<file path="config.mk">
export PLATFORM = sky130hd
export DESIGN_NAME = switch_output_arbiter_flat
export DESIGN_NICKNAME = d
export VERILOG_FILES = /design/src/rtl/switch_output_arbiter_if.sv /design/src/rtl/switch_output_arbiter.sv /design/src/flat_wrapper.sv
export SDC_FILE = /design/constraint.sdc
export NUM_CORES = 1
export LEC_CHECK = 0
export CORE_MARGIN = 5
export CORE_UTILIZATION = 44
export DETAILED_ROUTE_END_ITERATION = 12
export HOLD_SLACK_MARGIN = 0.15
export PLACE_DENSITY = 0.85
export SYNTH_ARGS = -nofsm -noshare
export SYNTH_HDL_FRONTEND = slang
export SYNTH_SLANG_ARGS = --single-unit
</file>
<file path="constraint.sdc">
create_clock -name clk -period 4.9 [get_ports clk]
set_clock_uncertainty 0.2 [all_clocks]
set_input_delay 1.47 -clock clk [delete_from_list [all_inputs] [get_ports clk]]
set_output_delay 1.47 -clock clk [all_outputs]
set_load 0.005 [all_outputs]
</file>
<file path="src/rtl/switch_output_arbiter_if.sv">
// Queue-head / output-port bundle for the 4x4 output arbiter; 33-bit words packed 4-wide.
// master = arbiter side, slave = queues plus output consumers.
interface switch_output_arbiter_if;
    logic [131:0] in_data;
    logic [3:0]   q_rd_en;
    logic [131:0] out_data;
    logic [3:0]   out_valid;
    logic [3:0]   out_ready;

    modport master (
        input  in_data,
        input  out_ready,
        output q_rd_en,
        output out_data,
        output out_valid
    );

    modport slave (
        output in_data,
        output out_ready,
        input  q_rd_en,
        input  out_data,
        input  out_valid
    );
endinterface

</file>
<file path="src/rtl/switch_output_arbiter.sv">
// 4x4 crossbar scheduler: per-port round-robin grant, pop and register; head visible 1 cycle later.
// A port holding an unaccepted word grants nothing, so its requesting queues are not popped.
module switch_output_arbiter (
    input  logic                    clk,
    input  logic                    rst,
    switch_output_arbiter_if.master bus
);

    logic [3:0]       out_valid_q, out_valid_d;
    logic [131:0]     out_data_q, out_data_d;
    logic [3:0][1:0]  rr_ptr_q, rr_ptr_d;
    logic [3:0][3:0]  req;        // req[i][j]: input i wants port j
    logic [3:0]       grant_in;

    always_comb begin
        req = '0;
        for (int i = 0; i < 4; i++) begin
            for (int j = 0; j < 4; j++) begin
                req[i][j] = bus.in_data[33*i+32] && (bus.in_data[33*i+30 +: 2] == 2'(j));
            end
        end
    end

    always_comb begin
        logic       port_open;
        logic       found;
        logic [1:0] win;
        logic [1:0] idx;
        out_valid_d = out_valid_q;
        out_data_d  = out_data_q;
        rr_ptr_d    = rr_ptr_q;
        grant_in    = '0;
        port_open   = 1'b0;
        found       = 1'b0;
        win         = 2'd0;
        idx         = 2'd0;
        for (int j = 0; j < 4; j++) begin
            port_open = !out_valid_q[j] || bus.out_ready[j];
            found     = 1'b0;
            win       = 2'd0;
            // Search starts at the pointer and wraps through the 2-bit index.
            for (int k = 0; k < 4; k++) begin
                idx = rr_ptr_q[j] + 2'(k);
                if (!found && req[idx][j]) begin
                    found = 1'b1;
                    win   = idx;
                end
            end
            if (port_open && found) begin
                grant_in[win]           = 1'b1;
                out_data_d[33*j +: 33]  = bus.in_data[33*int'(win) +: 33];
                out_valid_d[j]          = 1'b1;
                rr_ptr_d[j]             = win + 2'd1;
            end else if (bus.out_ready[j]) begin
                out_valid_d[j] = 1'b0;
            end
        end
    end

    always_ff @(posedge clk or negedge rst) begin
        if (!rst) begin
            out_valid_q <= '0;
            out_data_q  <= '0;
            rr_ptr_q    <= '0;
        end else begin
            out_valid_q <= out_valid_d;
            out_data_q  <= out_data_d;
            rr_ptr_q    <= rr_ptr_d;
        end
    end

    // Pops are suppressed while reset is held so no queue loses a word.
    assign bus.q_rd_en   = rst ? grant_in : 4'b0000;
    assign bus.out_data  = out_data_q;
    assign bus.out_valid = out_valid_q;

endmodule

</file>
<file path="src/flat_wrapper.sv">
// flat-port wrapper written by rule: the top's interface ports become plain ports
module switch_output_arbiter_flat 
  (clk, rst, bus_in_data, bus_out_ready, bus_q_rd_en, bus_out_data, bus_out_valid);
  switch_output_arbiter_if bus_i ();
  input  logic clk;
  input  logic rst;
  input wire logic [$bits(bus_i.in_data)-1:0] bus_in_data;
  input wire logic [$bits(bus_i.out_ready)-1:0] bus_out_ready;
  output wire logic [$bits(bus_i.q_rd_en)-1:0] bus_q_rd_en;
  output wire logic [$bits(bus_i.out_data)-1:0] bus_out_data;
  output wire logic [$bits(bus_i.out_valid)-1:0] bus_out_valid;
  assign bus_i.in_data = bus_in_data;
  assign bus_i.out_ready = bus_out_ready;
  assign bus_q_rd_en = bus_i.q_rd_en;
  assign bus_out_data = bus_i.out_data;
  assign bus_out_valid = bus_i.out_valid;
  switch_output_arbiter u_core (.clk(clk), .rst(rst), .bus(bus_i));
endmodule
</file>
==> impl_metrics.prom <==
# TYPE chip_impl_metric gauge
chip_impl_metric{name="period_minus_slack",unit="ns"} 4.97
chip_impl_metric{name="placed_insts",unit=""} 1579
chip_impl_metric{name="path_clk_slew",unit="ns"} 0.07
chip_impl_info{name="synthTopCellsByCount",value="dfrtp_1, nor2_1, a211oi_1, a31oi_1, mux2i_1"} 1
chip_impl_metric{name="synthesis.area",unit="mm2"} 0.00973
chip_impl_metric{name="synth-compound-area-share",unit=""} 0.304
chip_impl_metric{name="worstSkewPairLatency",unit="ns"} 0.43
chip_impl_metric{name="place.gp.congestion",unit=""} 0.965
chip_impl_metric{name="synth-warning-count",unit=""} 0
chip_impl_metric{name="critical_path.max_fanout",unit=""} 5
chip_impl_metric{name="drc_errors",unit=""} 0
chip_impl_info{name="tritoncts",value="yes"} 1
chip_impl_metric{name="synth_sequential_area_ratio",unit=""} 0.370
chip_impl_metric{name="track_usage",unit=""} 0.336
chip_impl_metric{name="synth_enable_flop_cells",unit=""} 0
chip_impl_metric{name="antenna_cells_inserted",unit=""} 0
chip_impl_metric{name="grt_max_degree",unit=""} 67
chip_impl_metric{name="grt_overflow_total",unit=""} 0
chip_impl_info{name="worstReg2RegStart",value="u_core.rr_ptr_q[1]$_DFFE_PN0N_"} 1
chip_impl_info{name="clockRootBuffer",value="clkbuf_16"} 1
chip_impl_metric{name="grt_pass1_vias",unit=""} 11700
chip_impl_metric{name="mapped_nets",unit=""} 1206
chip_impl_metric{name="synth_simple_gate_area_frac",unit=""} 0.116
chip_impl_metric{name="worst-endpoint-required",unit="ns"} 3.23
chip_impl_info{name="rsz_0062_raised_after_global_routing",value="yes"} 1
chip_impl_metric{name="final_design_area_no_fill",unit="mm2"} 0.0143
chip_impl_metric{name="pre_cts_slack",unit="ns"} -0.990
chip_impl_metric{name="final_net_count",unit=""} 1502
chip_impl_metric{name="max_freq",unit="GHz"} 0.201
chip_impl_metric{name="first_pass_grt_wire_length",unit="mm"} 65.7
chip_impl_metric{name="worst_slew_margin_rel",unit=""} 0.356
chip_impl_info{name="violated_checks",value="setup timing"} 1
chip_impl_metric{name="regArea",unit="mm2"} 0.00360
chip_impl_metric{name="cts.path.max_buffers",unit=""} 2
chip_impl_metric{name="num_io_pins",unit=""} 278
chip_impl_metric{name="area_overhead_of_the_layout_relative_to_synthesis",unit="%"} 46.6
chip_impl_metric{name="final.setup.tns",unit="ns"} -0.121
chip_impl_metric{name="maxCapViolCount",unit=""} 0
chip_impl_metric{name="hold_path_depth",unit=""} 1
chip_impl_info{name="worst_hold_startpoint",value="u_core.bus.out_data[65]$_DFFE_PN0N_"} 1
chip_impl_metric{name="postSynthAreaPerCell",unit="um2"} 9.21
chip_impl_metric{name="synth-xor-area-share",unit=""} 0.000900
chip_impl_info{name="slowest_stage",value="a222oi_1"} 1
chip_impl_metric{name="via_per_inst",unit=""} 7.07
chip_impl_metric{name="portBuffers",unit=""} 277
chip_impl_info{name="worst_hold_path_type",value="reg -> reg"} 1
chip_impl_metric{name="worst_path_largest_cell_delay",unit="ns"} 0.39
chip_impl_metric{name="vias",unit=""} 11600
chip_impl_metric{name="antenna_found_initial",unit=""} 0
chip_impl_metric{name="worst_slack",unit="ns"} -0.0685
chip_impl_metric{name="tightest_slew",unit="ns"} 0.962
chip_impl_metric{name="die_area",unit="mm2"} 0.0252
chip_impl_metric{name="asyncSetResetFlopFracSynth",unit=""} 1.00
chip_impl_info{name="crit_path_start_kind",value="primary input"} 1
chip_impl_metric{name="postPlaceCellArea",unit="mm2"} 0.0132
chip_impl_metric{name="ff2ff_setup_slack",unit="ns"} 2.10
chip_impl_metric{name="wire_per_inst",unit="um"} 26.8
chip_impl_metric{name="critPathArrivalTime",unit="ns"} 3.30
chip_impl_metric{name="floorplan.core_area",unit="mm2"} 0.0218
chip_impl_metric{name="static_leakage",unit="nW"} 5.83
chip_impl_metric{name="drt_first_pass_iters",unit=""} 8
chip_impl_metric{name="fin_cells",unit=""} 1645
chip_impl_metric{name="ys_ff_latch",unit=""} 144
chip_impl_metric{name="layout_worst_path_cycle_share",unit=""} 1.01
chip_impl_info{name="criticalPathCategory",value="in -> out"} 1
chip_impl_info{name="kind_of_end_point_of_the_critical_path",value="output pin"} 1
chip_impl_metric{name="yosys-mux-area-fraction",unit=""} 0.123
chip_impl_metric{name="start_util",unit=""} 0.446
chip_impl_metric{name="finalMaxSlewViolations",unit=""} 0
chip_impl_metric{name="synth_adder_area_share",unit=""} 0.0154
chip_impl_metric{name="layout.core_utilization",unit=""} 0.653
chip_impl_metric{name="htreeDepth",unit=""} 4
chip_impl_info{name="r2r-end",value="u_core.bus.out_data[13]$_DFFE_PN0N_"} 1
chip_impl_metric{name="fin_worst_hold_slack",unit="ns"} 0.266
chip_impl_metric{name="drt_iter0_markers",unit=""} 1525
chip_impl_metric{name="dp_hpwl",unit="mm"} 29.3
chip_impl_metric{name="peakVddDrop",unit="uV"} 202
chip_impl_metric{name="worst_r2r_path_depth",unit=""} 6
chip_impl_info{name="synth_top_area_cell",value="dfrtp_1"} 1
chip_impl_metric{name="row_count",unit=""} 54
chip_impl_metric{name="finalSetupViolations",unit=""} 3
chip_impl_info{name="timing.critical_path.cells",value="buf_8, buf_6, nand3b_1, o21a_1, a21boi_4, inv_2, ha_4, a222oi_1, a21boi_1, buf_2"} 1
chip_impl_metric{name="power.total",unit="mW"} 5.11
chip_impl_metric{name="fraction_of_synthesized_cell_area_taken_by_the_top_area_cell_type",unit=""} 0.370
chip_impl_metric{name="tritoncts.num_buffers",unit=""} 17
chip_impl_info{name="main_combinational_cell_family_by_area_after_synthesis",value="compound AO/OA/AOI/OAI gates"} 1
chip_impl_metric{name="power_density",unit="mW/mm2"} 358
chip_impl_metric{name="postSynthCellCount",unit=""} 1056
chip_impl_metric{name="fill_cells",unit=""} 1694
chip_impl_metric{name="wirelength",unit="mm"} 44.1
chip_impl_info{name="hold-path-endpoint",value="u_core.bus.out_data[65]$_DFFE_PN0N_"} 1
chip_impl_metric{name="ant_nets",unit=""} 0
chip_impl_metric{name="synth_cell_type_count",unit=""} 50
chip_impl_info{name="post-synth-top-count-cell",value="dfrtp_1"} 1
chip_impl_metric{name="multi_input_gate_area_in_the_final_layout",unit="mm2"} 0.00579
chip_impl_metric{name="fp.dieH",unit="um"} 159
chip_impl_metric{name="final-hold-violation-count",unit=""} 0
chip_impl_info{name="synth-main-ff-cell",value="dfrtp_1"} 1
chip_impl_metric{name="layout-drive-gt1-share",unit=""} 0.166
chip_impl_info{name="outcome",value="complete, but fails checks"} 1
chip_impl_metric{name="die_span_in_x",unit="um"} 159
chip_impl_info{name="cell_types_occupying_the_most_area_after_synthesis",value="dfrtp_1, mux2i_1, a2111oi_0"} 1
chip_impl_metric{name="numClockSinks",unit=""} 144
[final cells by class]
class	count	share of cell area
flip-flops and latches	144	0.253
clock inverters	15	0.0140
repair buffers	401	0.263
well taps	280	0.0246
clock buffers	17	0.0298
multi-input cells	750	0.406
inverters	38	0.0105
[critical path: cells and delay by family]
kind                       cells  cell delay [ns]
AOI/OAI and AO/OA              4             1.00
buffers and inverters          4             0.48
adders and majority gates      1             0.16
and+or+nand+nor                1             0.19
[flip-flops by register name (all words and copies together) (netlist names)]
name	cells
u_core.bus.out_valid	4
u_core.bus.out_data	132
u_core.rr_ptr_q	8
[power breakdown]
| group | switching (mW) | leakage, nW | internal, mW |
|---|---|---|---|
| clock | 0.595 | 0.299 | 0.821 |
| combinational | 0.920 | 3.94 | 1.02 |
| sequential | 0.250 | 1.59 | 1.50 |
| total | 1.77 | 5.83 | 3.34 |
[cells by family after synthesis]
family / count (synthesis)
flip-flops: 144
buffers and inverters: 162
AO/OA/AOI/OAI: 394
XOR/XNOR: 1
AND/OR/NAND/NOR: 223
adder cells (fa/ha/maj): 12
multiplexers: 120
[repair_timing]
| action | CTS | global route |
|---|---|---|
| gates resized for setup | 118 | 13 |
| cloned | 3 | 0 |
| pin swaps | 26 | 18 |
| hold buffers | 0 | 0 |
| setup endpoints to repair | 4 | 4 |
| buffers inserted | 26 | 6 |
[how the worst max path moves through the flow]
stage                endpoint  cells past startpoint  slack [ns]            start
3_3_place_gp   bus_q_rd_en[2]                     10       -0.88  bus_in_data[98]
2_1_floorplan  bus_q_rd_en[0]                     10        0.02  bus_in_data[98]
5_1_grt        bus_q_rd_en[1]                     10       -0.09  bus_in_data[97]
3_5_place_dp   bus_q_rd_en[1]                      8       -0.99  bus_in_data[97]
6_report       bus_q_rd_en[1]                     10       -0.07  bus_in_data[97]
4_1_cts        bus_q_rd_en[1]                     10       -0.03  bus_in_data[97]
[routing by layer]
metal | share of wire | up-vias | GRT usage | wire (um)
met5 | 0 | - | 0 | 0
met4 | 0.070 | 0 | 0.215 | 3080
met3 | 0.14 | 327 | 0.108 | 6040
met2 | 0.45 | 1132 | 0.530 | 19800
met1 | 0.34 | 5405 | 0.396 | 15200
li1 | - | 4765 | - | -
[cell usage in the layout, fill, tap and decap left out, types with 4 or more instances in the layout]
| cell | synthesis | routed |
|---|---|---|
| clkbuf_16 | 0 | 17 |
| ha_4 | 0 | 6 |
| nor2_1 | 125 | 123 |
| mux2i_1 | 120 | 120 |
| a31oi_1 | 120 | 120 |
| o21ai_4 | 0 | 5 |
| nand4b_1 | 5 | 5 |
| nand2b_2 | 0 | 4 |
| buf_4 | 7 | 106 |
| ha_1 | 12 | 5 |
| buf_2 | 12 | 12 |
| a21oi_1 | 8 | 4 |
| nand2b_1 | 19 | 13 |
| dfrtp_1 | 144 | 144 |
| a2111oi_0 | 119 | 119 |
| inv_8 | 0 | 5 |
| nand3_1 | 9 | 6 |
| clkdlybuf4s50_1 | 0 | 260 |
| a21o_1 | 4 | 4 |
| and2_1 | 7 | 4 |
| nand2_1 | 16 | 15 |
| nand3b_1 | 10 | 10 |
| nand4bb_1 | 4 | 4 |
| inv_1 | 35 | 33 |
| buf_6 | 4 | 17 |
| a211oi_1 | 120 | 120 |
(Power assumes the default switching activity.)
